[config.mk]
export PLATFORM = sky130hd
export DESIGN_NAME = square_pwm_generator
export DESIGN_NICKNAME = d
export VERILOG_FILES = /design/src/rtl/square_pwm_generator.sv
export SDC_FILE = /design/constraint.sdc
export NUM_CORES = 1
export LEC_CHECK = 0
export BUFFER_PORTS_ARGS = -buffer_cell sky130_fd_sc_hd__clkbuf_2
export CAP_MARGIN = 20
export CORE_AREA = 2 2 116 118
export DETAILED_ROUTE_END_ITERATION = 16
export DIE_AREA = 0 0 118 120
export PLACE_DENSITY_LB_ADDON = 0.25
export SLEW_MARGIN = 0
export SYNTH_ARGS = -nofsm -noshare
export SYNTH_HDL_FRONTEND = slang
export SYNTH_SLANG_ARGS = --single-unit
export TNS_END_PERCENT = 100
[constraint.sdc]
create_clock -name clk -period 13.2 [get_ports clk]
set_clock_uncertainty 0.1 [all_clocks]
set_input_delay 2.64 -clock clk [delete_from_list [all_inputs] [get_ports clk]]
set_output_delay 2.64 -clock clk [all_outputs]
set_load 0.005 [all_outputs]
[src/rtl/square_pwm_generator.sv]
// Square-wave / PWM sample generator with a handshaked shadow configuration
// that is applied only on period boundaries, so waveform phases are never cut short.
module square_pwm_generator #(
   parameter int WIDTH = 8,
   parameter int CNT_W = 16
) (
   input  logic             clk,
   input  logic             reset_n,
   input  logic             enable,
   input  logic             cfg_valid,
   output logic             cfg_ready,
   input  logic [CNT_W-1:0] cfg_period,
   input  logic [CNT_W-1:0] cfg_high,
   input  logic [WIDTH-1:0] cfg_level_hi,
   input  logic [WIDTH-1:0] cfg_level_lo,
   output logic [WIDTH-1:0] wave_out,
   output logic             period_start,
   output logic             active
);

   typedef enum logic [1:0] {
      ST_IDLE = 2'd0,
      ST_RUN  = 2'd1,
      ST_STOP = 2'd2
   } state_t;

   state_t           state_r, state_n_s;
   logic [CNT_W-1:0] cnt_r, cnt_n_s;
   logic [CNT_W-1:0] per_r, high_r, sh_per_r, sh_high_r;
   logic [WIDTH-1:0] lvl_hi_r, lvl_lo_r, sh_lvl_hi_r, sh_lvl_lo_r;
   logic [CNT_W-1:0] per_n_s, high_n_s, clamp_per_s;
   logic [WIDTH-1:0] lvl_hi_n_s, lvl_lo_n_s, wave_n_s;
   logic             pending_s, capture_s, wrap_s, apply_s, pstart_n_s, ready_n_s;

   function automatic logic [CNT_W-1:0] clamp_period(input logic [CNT_W-1:0] p);
      return (p < CNT_W'(2)) ? CNT_W'(2) : p;
   endfunction

   function automatic logic [CNT_W-1:0] clamp_high(input logic [CNT_W-1:0] h,
                                                   input logic [CNT_W-1:0] p);
      return (h > p) ? p : h;
   endfunction

   // A pending shadow is simply the absence of cfg_ready.
   assign pending_s   = ~cfg_ready;
   assign capture_s   = cfg_valid & cfg_ready;
   assign wrap_s      = (cnt_r == (per_r - CNT_W'(1)));
   assign clamp_per_s = clamp_period(cfg_period);

   // Next-state, next-count and config-apply decision.
   always_comb begin
      state_n_s = state_r;
      cnt_n_s   = cnt_r;
      apply_s   = 1'b0;
      case (state_r)
         ST_IDLE: begin
            cnt_n_s = {CNT_W{1'b0}};
            apply_s = pending_s;
            if (enable) state_n_s = ST_RUN;
            else        state_n_s = ST_IDLE;
         end
         ST_RUN: begin
            cnt_n_s = wrap_s ? {CNT_W{1'b0}} : cnt_r + CNT_W'(1);
            apply_s = pending_s & wrap_s;
            if (enable) state_n_s = ST_RUN;
            else        state_n_s = ST_STOP;
         end
         ST_STOP: begin
            cnt_n_s = wrap_s ? {CNT_W{1'b0}} : cnt_r + CNT_W'(1);
            apply_s = pending_s & wrap_s;
            if (enable)      state_n_s = ST_RUN;
            else if (wrap_s) state_n_s = ST_IDLE;
            else             state_n_s = ST_STOP;
         end
         default: begin
            state_n_s = ST_IDLE;
            cnt_n_s   = {CNT_W{1'b0}};
         end
      endcase
   end

   // Output samples are computed from the config that governs the upcoming cycle.
   always_comb begin
      per_n_s    = apply_s ? sh_per_r    : per_r;
      high_n_s   = apply_s ? sh_high_r   : high_r;
      lvl_hi_n_s = apply_s ? sh_lvl_hi_r : lvl_hi_r;
      lvl_lo_n_s = apply_s ? sh_lvl_lo_r : lvl_lo_r;
      if (state_n_s == ST_IDLE) begin
         wave_n_s   = lvl_lo_n_s;
         pstart_n_s = 1'b0;
      end else begin
         wave_n_s   = (cnt_n_s < high_n_s) ? lvl_hi_n_s : lvl_lo_n_s;
         pstart_n_s = (cnt_n_s == {CNT_W{1'b0}});
      end
      if (capture_s)    ready_n_s = 1'b0;
      else if (apply_s) ready_n_s = 1'b1;
      else              ready_n_s = cfg_ready;
   end

   // State, counter, active config and registered outputs.
   always_ff @(posedge clk or negedge reset_n) begin
      if (!reset_n) begin
         state_r      <= ST_IDLE;
         cnt_r        <= {CNT_W{1'b0}};
         per_r        <= CNT_W'(2);
         high_r       <= CNT_W'(1);
         lvl_hi_r     <= {WIDTH{1'b1}};
         lvl_lo_r     <= {WIDTH{1'b0}};
         wave_out     <= {WIDTH{1'b0}};
         period_start <= 1'b0;
         active       <= 1'b0;
         cfg_ready    <= 1'b1;
      end else begin
         state_r      <= state_n_s;
         cnt_r        <= cnt_n_s;
         per_r        <= per_n_s;
         high_r       <= high_n_s;
         lvl_hi_r     <= lvl_hi_n_s;
         lvl_lo_r     <= lvl_lo_n_s;
         wave_out     <= wave_n_s;
         period_start <= pstart_n_s;
         active       <= (state_n_s != ST_IDLE);
         cfg_ready    <= ready_n_s;
      end
   end

   // Shadow capture, clamped on the way in.
   always_ff @(posedge clk or negedge reset_n) begin
      if (!reset_n) begin
         sh_per_r    <= CNT_W'(2);
         sh_high_r   <= CNT_W'(1);
         sh_lvl_hi_r <= {WIDTH{1'b1}};
         sh_lvl_lo_r <= {WIDTH{1'b0}};
      end else if (capture_s) begin
         sh_per_r    <= clamp_per_s;
         sh_high_r   <= clamp_high(cfg_high, clamp_per_s);
         sh_lvl_hi_r <= cfg_level_hi;
         sh_lvl_lo_r <= cfg_level_lo;
      end else begin
         sh_per_r    <= sh_per_r;
         sh_high_r   <= sh_high_r;
         sh_lvl_hi_r <= sh_lvl_hi_r;
         sh_lvl_lo_r <= sh_lvl_lo_r;
      end
   end

endmodule
# After elaboration in Yosys (flattened, before gate mapping)
# Cells that the tools add are included.
[word_totals] register_bits=125 out_inout_bits=11
[classes] addsub=2 bitwise=3 magnitude_cmp=3 eq_ne=3 mux=18 reduce_logical=6
[ops] cell="$mux W16" n=5
[ops] cell="$mux W8" n=4
[ops] cell="$add A16 B1 Y16 const B" n=1
[ops] cell="$eq A16 B16 Y1" n=1
[ops] cell="$gt A16 B16 Y1" n=1
[ops] cell="$logic_not A16 Y1" n=1
[ops] cell="$lt A16 B16 Y1" n=1
[ops] cell="$lt A16 B2 Y1 const B" n=1
[ops] cell="$sub A16 B1 Y16 const B" n=1
[ops] cell="$mux W2" n=3
[ops] cell="$pmux W2 S3" n=1
[ops] cell="$logic_not A2 Y1" n=2
[ops] cell="$mux W1" n=4
[ops] cell="$reduce_bool A2 Y1" n=2
[ops] cell="$and A1 B1 Y1" n=2
[ops] cell="$eq A2 B1 Y1 const B" n=1
[ops] cell="$eq A2 B2 Y1 const B" n=1
[ops] cell="$pmux W1 S2" n=1
[ops] cell="$reduce_or A2 Y1" n=1
[ops] cell="$not A1 Y1" n=1

# Longest topological paths before layout
[depth] depth_word=8 mapped_depth=24 depth_no_buf=20

# Worst setup path after synthesis
# OpenSTA, ideal clock, no wires.
[synth_path] kind="register -> register" start="reg per_r[0]" end="reg wave_out[0]" required_time_ns=12.960 slack_ns=8.051 synth_period_minus_slack_ns=5.149 t_arrival_ns=4.909 path_stages_with_launch=25 setup_ns=0.140 path_cell_list="dfrtp_1 inv_1 ha_1 nor4b_4 nand3_1 mux2i_1 a21oi_1 nor4_1 a21oi_1 nand2b_1 buf_2 buf_2 buf_2 mux2i_1 ha_1 a21o_1 a21o_1 a21oi_1 o21ai_0 a21o_1 a211o_1 a221oi_2 and2_1 buf_6 mux4_1"
[synth_between] elab_chain_len=8 word_cells_on_any_way=16 classes_between="1 x add/sub; 1 x order compare; 1 x eq/ne; 11 x mux; 1 x bitwise; 1 x reduce/logical"
[synth_lines] element="start: declaration" line="29" text="logic [CNT_W-1:0] per_r, high_r, sh_per_r, sh_high_r;"
[synth_lines] element="start signal: assignment" line="116" text="per_r <= per_n_s;"
[synth_lines] element="$sub A16 B1 Y16 (*)" line="47" text="assign wrap_s = (cnt_r == (per_r - CNT_W'(1)));"
[synth_lines] element="$eq A16 B16 Y1 (*)" line="47"
[synth_lines] element="$and A1 B1 Y1" line="64, 70"
[synth_lines] element="$pmux W1 S2" line="55" text="case (state_r)"
[synth_lines] element="$mux W16" line="85" text="high_n_s = apply_s ? sh_high_r : high_r;"
[synth_lines] element="$lt A16 B16 Y1" line="92" text="wave_n_s = (cnt_n_s < high_n_s) ? lvl_hi_n_s : lvl_lo_n_s;"
[synth_lines] element="$mux W8" line="92"
[synth_lines] element="$mux W8 (*)" line="88" text="if (state_n_s == ST_IDLE) begin"
[synth_lines] element="net wave_n_s[0]" line="32" text="logic [WIDTH-1:0] lvl_hi_n_s, lvl_lo_n_s, wave_n_s;"
[synth_lines] element="end signal: assignment" line="109" text="wave_out <= {WIDTH{1'b0}};"
[synth_lines] element="end signal: assignment" line="120" text="wave_out <= wave_n_s;"
[synth_lines] element="end: declaration" line="16" text="output logic [WIDTH-1:0] wave_out,"
# Mark *: on every way through the listed nets, which the timed path passes. The rest lies on a longest branch.
# A chain may end at the register's enable or synchronous reset.

# Worst setup path after layout
[layout_path] start="reg per_r[0]" end="reg wave_out[1]"
# Same word-level chain as after synthesis.

==> qor.yml <==
outcome: "finished, final reports clean"
cts.path.max_buffers: 2
final_net_count: 845
period_minus_slack_ns: 6.151
worst_hold_slack_ns: 0.3636
post_route_cells_drive_above_1_share_pct: 19.25
post_synth.cell_area_avg_sq_um: 9.653
worstMarginPinSlew_ns: 1.096
timing.slew.headroom_pct: 26.68
hp_class: "flop to flop"
flop_and_latch_count_out_of_synthesis: 125
placement.io_buffers: 62
num_vias: 5329
syn_nets: 795
yosysWarnings: 0
die_area_sq_um: 14160
coreArea_sq_um: 12980
antenna-diode-count: 0
critical_path_arrival_ns: 6.32
grt_pass1_wl_mm: 26.70
post-dp-hpwl_mm: 11.59
synth_top_area_share_pct: 38.19
critical_path.startpoint_type: "flop"
multi_input_comb_area_sq_um: 3328
ioPinCount: 63
h-tree-depth: 4
top_count_cell_post_synth: "sky130_fd_sc_hd__nand2_1"
grt_overflow_total: 0
instance_area_at_placement_sq_um: 7233
clkSlewWorstSetupHoldPaths_ns: 0.06
worstHoldPathCells: 2
floorplan.rows: 42
final_design_area_no_fill_sq_um: 7840
synth-async-reset-ratio_pct: 100.0
grt_use_total_pct: 23.76
seq_area_sq_um: 3154
initial_core_util_pct: 52.51
ff2ff_path_depth: 21
layoutNonFillerInstCount: 945
holdBufCountCts: 0
worst_hold_startpoint: "sh_lvl_hi_r[4]$_DFFE_PN1P_"
worstSkewPairLatency_ns: 0.41
grt_max_degree: 76
holdPathEnd: "sh_lvl_hi_r[4]$_DFFE_PN1P_"
leakage_nw: 3.865
ys_seq_area_share_pct: 46.28
setup.worst_path.class: "flop to flop"
worst-endpoint-required_ns: 13.37
area_growth_pct: 15.04
vias_in_the_first_global_route: 5337
antenna_found_initial: 0
cts-resized-gates: 0
worstSetupEndpointType: "flop"
max_cap_viols: 0
final_antenna_net_count: 0
cts_tree: "built"
pwr_density_cell_nw_per_um2: 225.8
fin_tns_setup_ns: 0
dominantRegCellSynth: "sky130_fd_sc_hd__dfrtp_1"
wire_per_inst_um: 16.81
drt_drc_violations_left: 0
rsz_0062_raised_after_global_routing: "no"
filler_cell_count: 1097
synth_cells: 706
drt_first_pass_iters: 5
numPlacedInstances: 913
final_hold_violations: 0
wl_mm: 15.88
clk_root_buffer_cell: "sky130_fd_sc_hd__clkbuf_16"
synth.cell_area_sq_um: 6815
cts_num_sinks: 125
synth_largest_area_cell: "sky130_fd_sc_hd__dfrtp_1"
crit_path_max_fanout: 50
fp.dieH_um: 120
synth-edff-count: 0
netlist_top_cells_area: "sky130_fd_sc_hd__dfrtp_1, sky130_fd_sc_hd__dfstp_2, sky130_fd_sc_hd__ha_1"
r2r_start: "per_r[0]$_DFFE_PN0N_"
ys_types: 55
number_of_drc_markers_after_the_initial_detailed_route_iteration: 375
period_share_pct: 46.60
reg2reg_setup_slack_ns: 7.05
final-max-slew-violation-count: 0
avg_vias_per_cell: 5.639
cts_made_buffers: 17
die_width_um: 118
maxClockFrequency_ghz: 0.1626
globalplace.congestion: 0.8919
power.total_mw: 1.770
vdd_ir_drop_max_v: 0.00008338
worst_r2r_endpoint: "wave_out[1]$_DFF_PN0_"
post_cts.repair.setup_buffers: 0
synth_commonest_cells: "sky130_fd_sc_hd__nand2_1, sky130_fd_sc_hd__dfrtp_1, sky130_fd_sc_hd__nor2_1"
setup_viol_count_final: 0
==> cell type report <==
type / count / area share (%)
multi-input combinational: 498 / 42.45
tap: 176 / 2.809
clock inverter: 13 / 2.091
sequential: 125 / 40.23
inverter: 46 / 2.202
timing repair buffer: 68 / 4.564
clock buffer: 19 / 5.650
==> registers in the layout (all words and copies together), names as in the netlist, 16 cells and up <==
| signal | cells |
|---|---|
| cnt_r | 16 |
| per_r | 16 |
| sh_high_r | 16 |
| high_r | 16 |
| sh_per_r | 16 |
==> cells by family after synthesis <==
logic type / share of synthesized area, %
adder cells (fa/ha/maj): 6.793
AND/OR/NAND/NOR: 18.10
buffers and inverters: 4.920
multiplexers: 7.674
flip-flops: 46.28
XOR/XNOR: 3.727
AO/OA/AOI/OAI: 12.50
==> layer usage <==
metal	global-route usage (%)	share of wire (%)	up-vias	wire, um
met2	38.44	47	141	7423
met3	4.278	4.6	17	735
li1	-	-	2573	-
met1	32.62	47	2598	7536
met4	7.681	1.2	0	187
met5	0	0	-	0
==> worst max path at each step <==
stage | from | endpoint | cells past startpoint
after global routing | per_r[0]$_DFFE_PN0N_ | wave_out[1]$_DFF_PN0_ | 21
after floorplan | per_r[0]$_DFFE_PN0N_ | wave_out[0]$_DFF_PN0_ | 24
after detailed placement | per_r[0]$_DFFE_PN0N_ | wave_out[1]$_DFF_PN0_ | 21
final | per_r[0]$_DFFE_PN0N_ | wave_out[1]$_DFF_PN0_ | 21
after global placement | per_r[0]$_DFFE_PN0N_ | wave_out[4]$_DFF_PN0_ | 21
after CTS | per_r[0]$_DFFE_PN0N_ | wave_out[1]$_DFF_PN0_ | 21
==> where the power goes <==
part           internal, mW  leakage (nW)  total [mW]  switching, mW
combinational         0.266          2.07       0.611          0.345
sequential            0.568          1.50       0.685          0.117
clock                 0.303         0.294       0.475          0.172
==> stage by stage <==
stage	util (%)	setup WS, ns
2_1_floorplan	-	8.051
3_3_place_gp	55.73	7.526
3_5_place_dp	55.73	7.225
4_1_cts	60.40	7.134
5_1_grt	60.40	6.655
6_report	60.40	7.049
==> cells in the final DEF (no fill, tap or decap), types with 5 or more instances in the layout <==
cell type,synthesis,routed
sky130_fd_sc_hd__dfstp_2,21,21
sky130_fd_sc_hd__nand3_1,30,30
sky130_fd_sc_hd__a21oi_1,18,18
sky130_fd_sc_hd__mux2i_1,17,17
sky130_fd_sc_hd__nor2_1,54,54
sky130_fd_sc_hd__o211ai_1,8,8
sky130_fd_sc_hd__inv_1,46,46
sky130_fd_sc_hd__nor3_1,13,13
sky130_fd_sc_hd__buf_4,0,7
sky130_fd_sc_hd__nor4_1,8,8
sky130_fd_sc_hd__and3_1,6,6
sky130_fd_sc_hd__xnor2_1,12,12
sky130_fd_sc_hd__mux2_2,15,15
sky130_fd_sc_hd__dfrtp_1,104,104
sky130_fd_sc_hd__and2_1,6,6
sky130_fd_sc_hd__xor2_1,17,17
sky130_fd_sc_hd__a31oi_1,16,16
sky130_fd_sc_hd__ha_1,37,37
sky130_fd_sc_hd__nand2_1,115,115
sky130_fd_sc_hd__clkbuf_16,0,17
sky130_fd_sc_hd__nand4_1,10,10
sky130_fd_sc_hd__a21o_1,16,16
sky130_fd_sc_hd__mux4_1,7,7
sky130_fd_sc_hd__clkbuf_2,0,61
sky130_fd_sc_hd__nor2b_1,5,5
sky130_fd_sc_hd__o21ai_0,47,47
==> critical path: stages (launching register included) <==
cell	delay [ns]
sky130_fd_sc_hd__dfrtp_1	0.44
sky130_fd_sc_hd__inv_1	0.10
sky130_fd_sc_hd__ha_1	0.23
sky130_fd_sc_hd__nor4b_4	0.46
sky130_fd_sc_hd__nand3_1	0.23
sky130_fd_sc_hd__mux2i_1	0.18
sky130_fd_sc_hd__a21oi_1	0.35
sky130_fd_sc_hd__nor4_1	0.13
sky130_fd_sc_hd__a21oi_1	0.34
sky130_fd_sc_hd__nand2b_2	0.19
sky130_fd_sc_hd__buf_4	0.54
sky130_fd_sc_hd__mux2i_1	0.31
sky130_fd_sc_hd__ha_1	0.28
sky130_fd_sc_hd__a21o_1	0.17
sky130_fd_sc_hd__a21o_1	0.17
sky130_fd_sc_hd__a21oi_1	0.13
sky130_fd_sc_hd__o21ai_0	0.10
sky130_fd_sc_hd__a21o_1	0.18
sky130_fd_sc_hd__a211o_1	0.30
sky130_fd_sc_hd__a221oi_2	0.25
sky130_fd_sc_hd__and2_1	0.43
sky130_fd_sc_hd__mux4_1	0.36
Power figures use the tool's default switching activity.
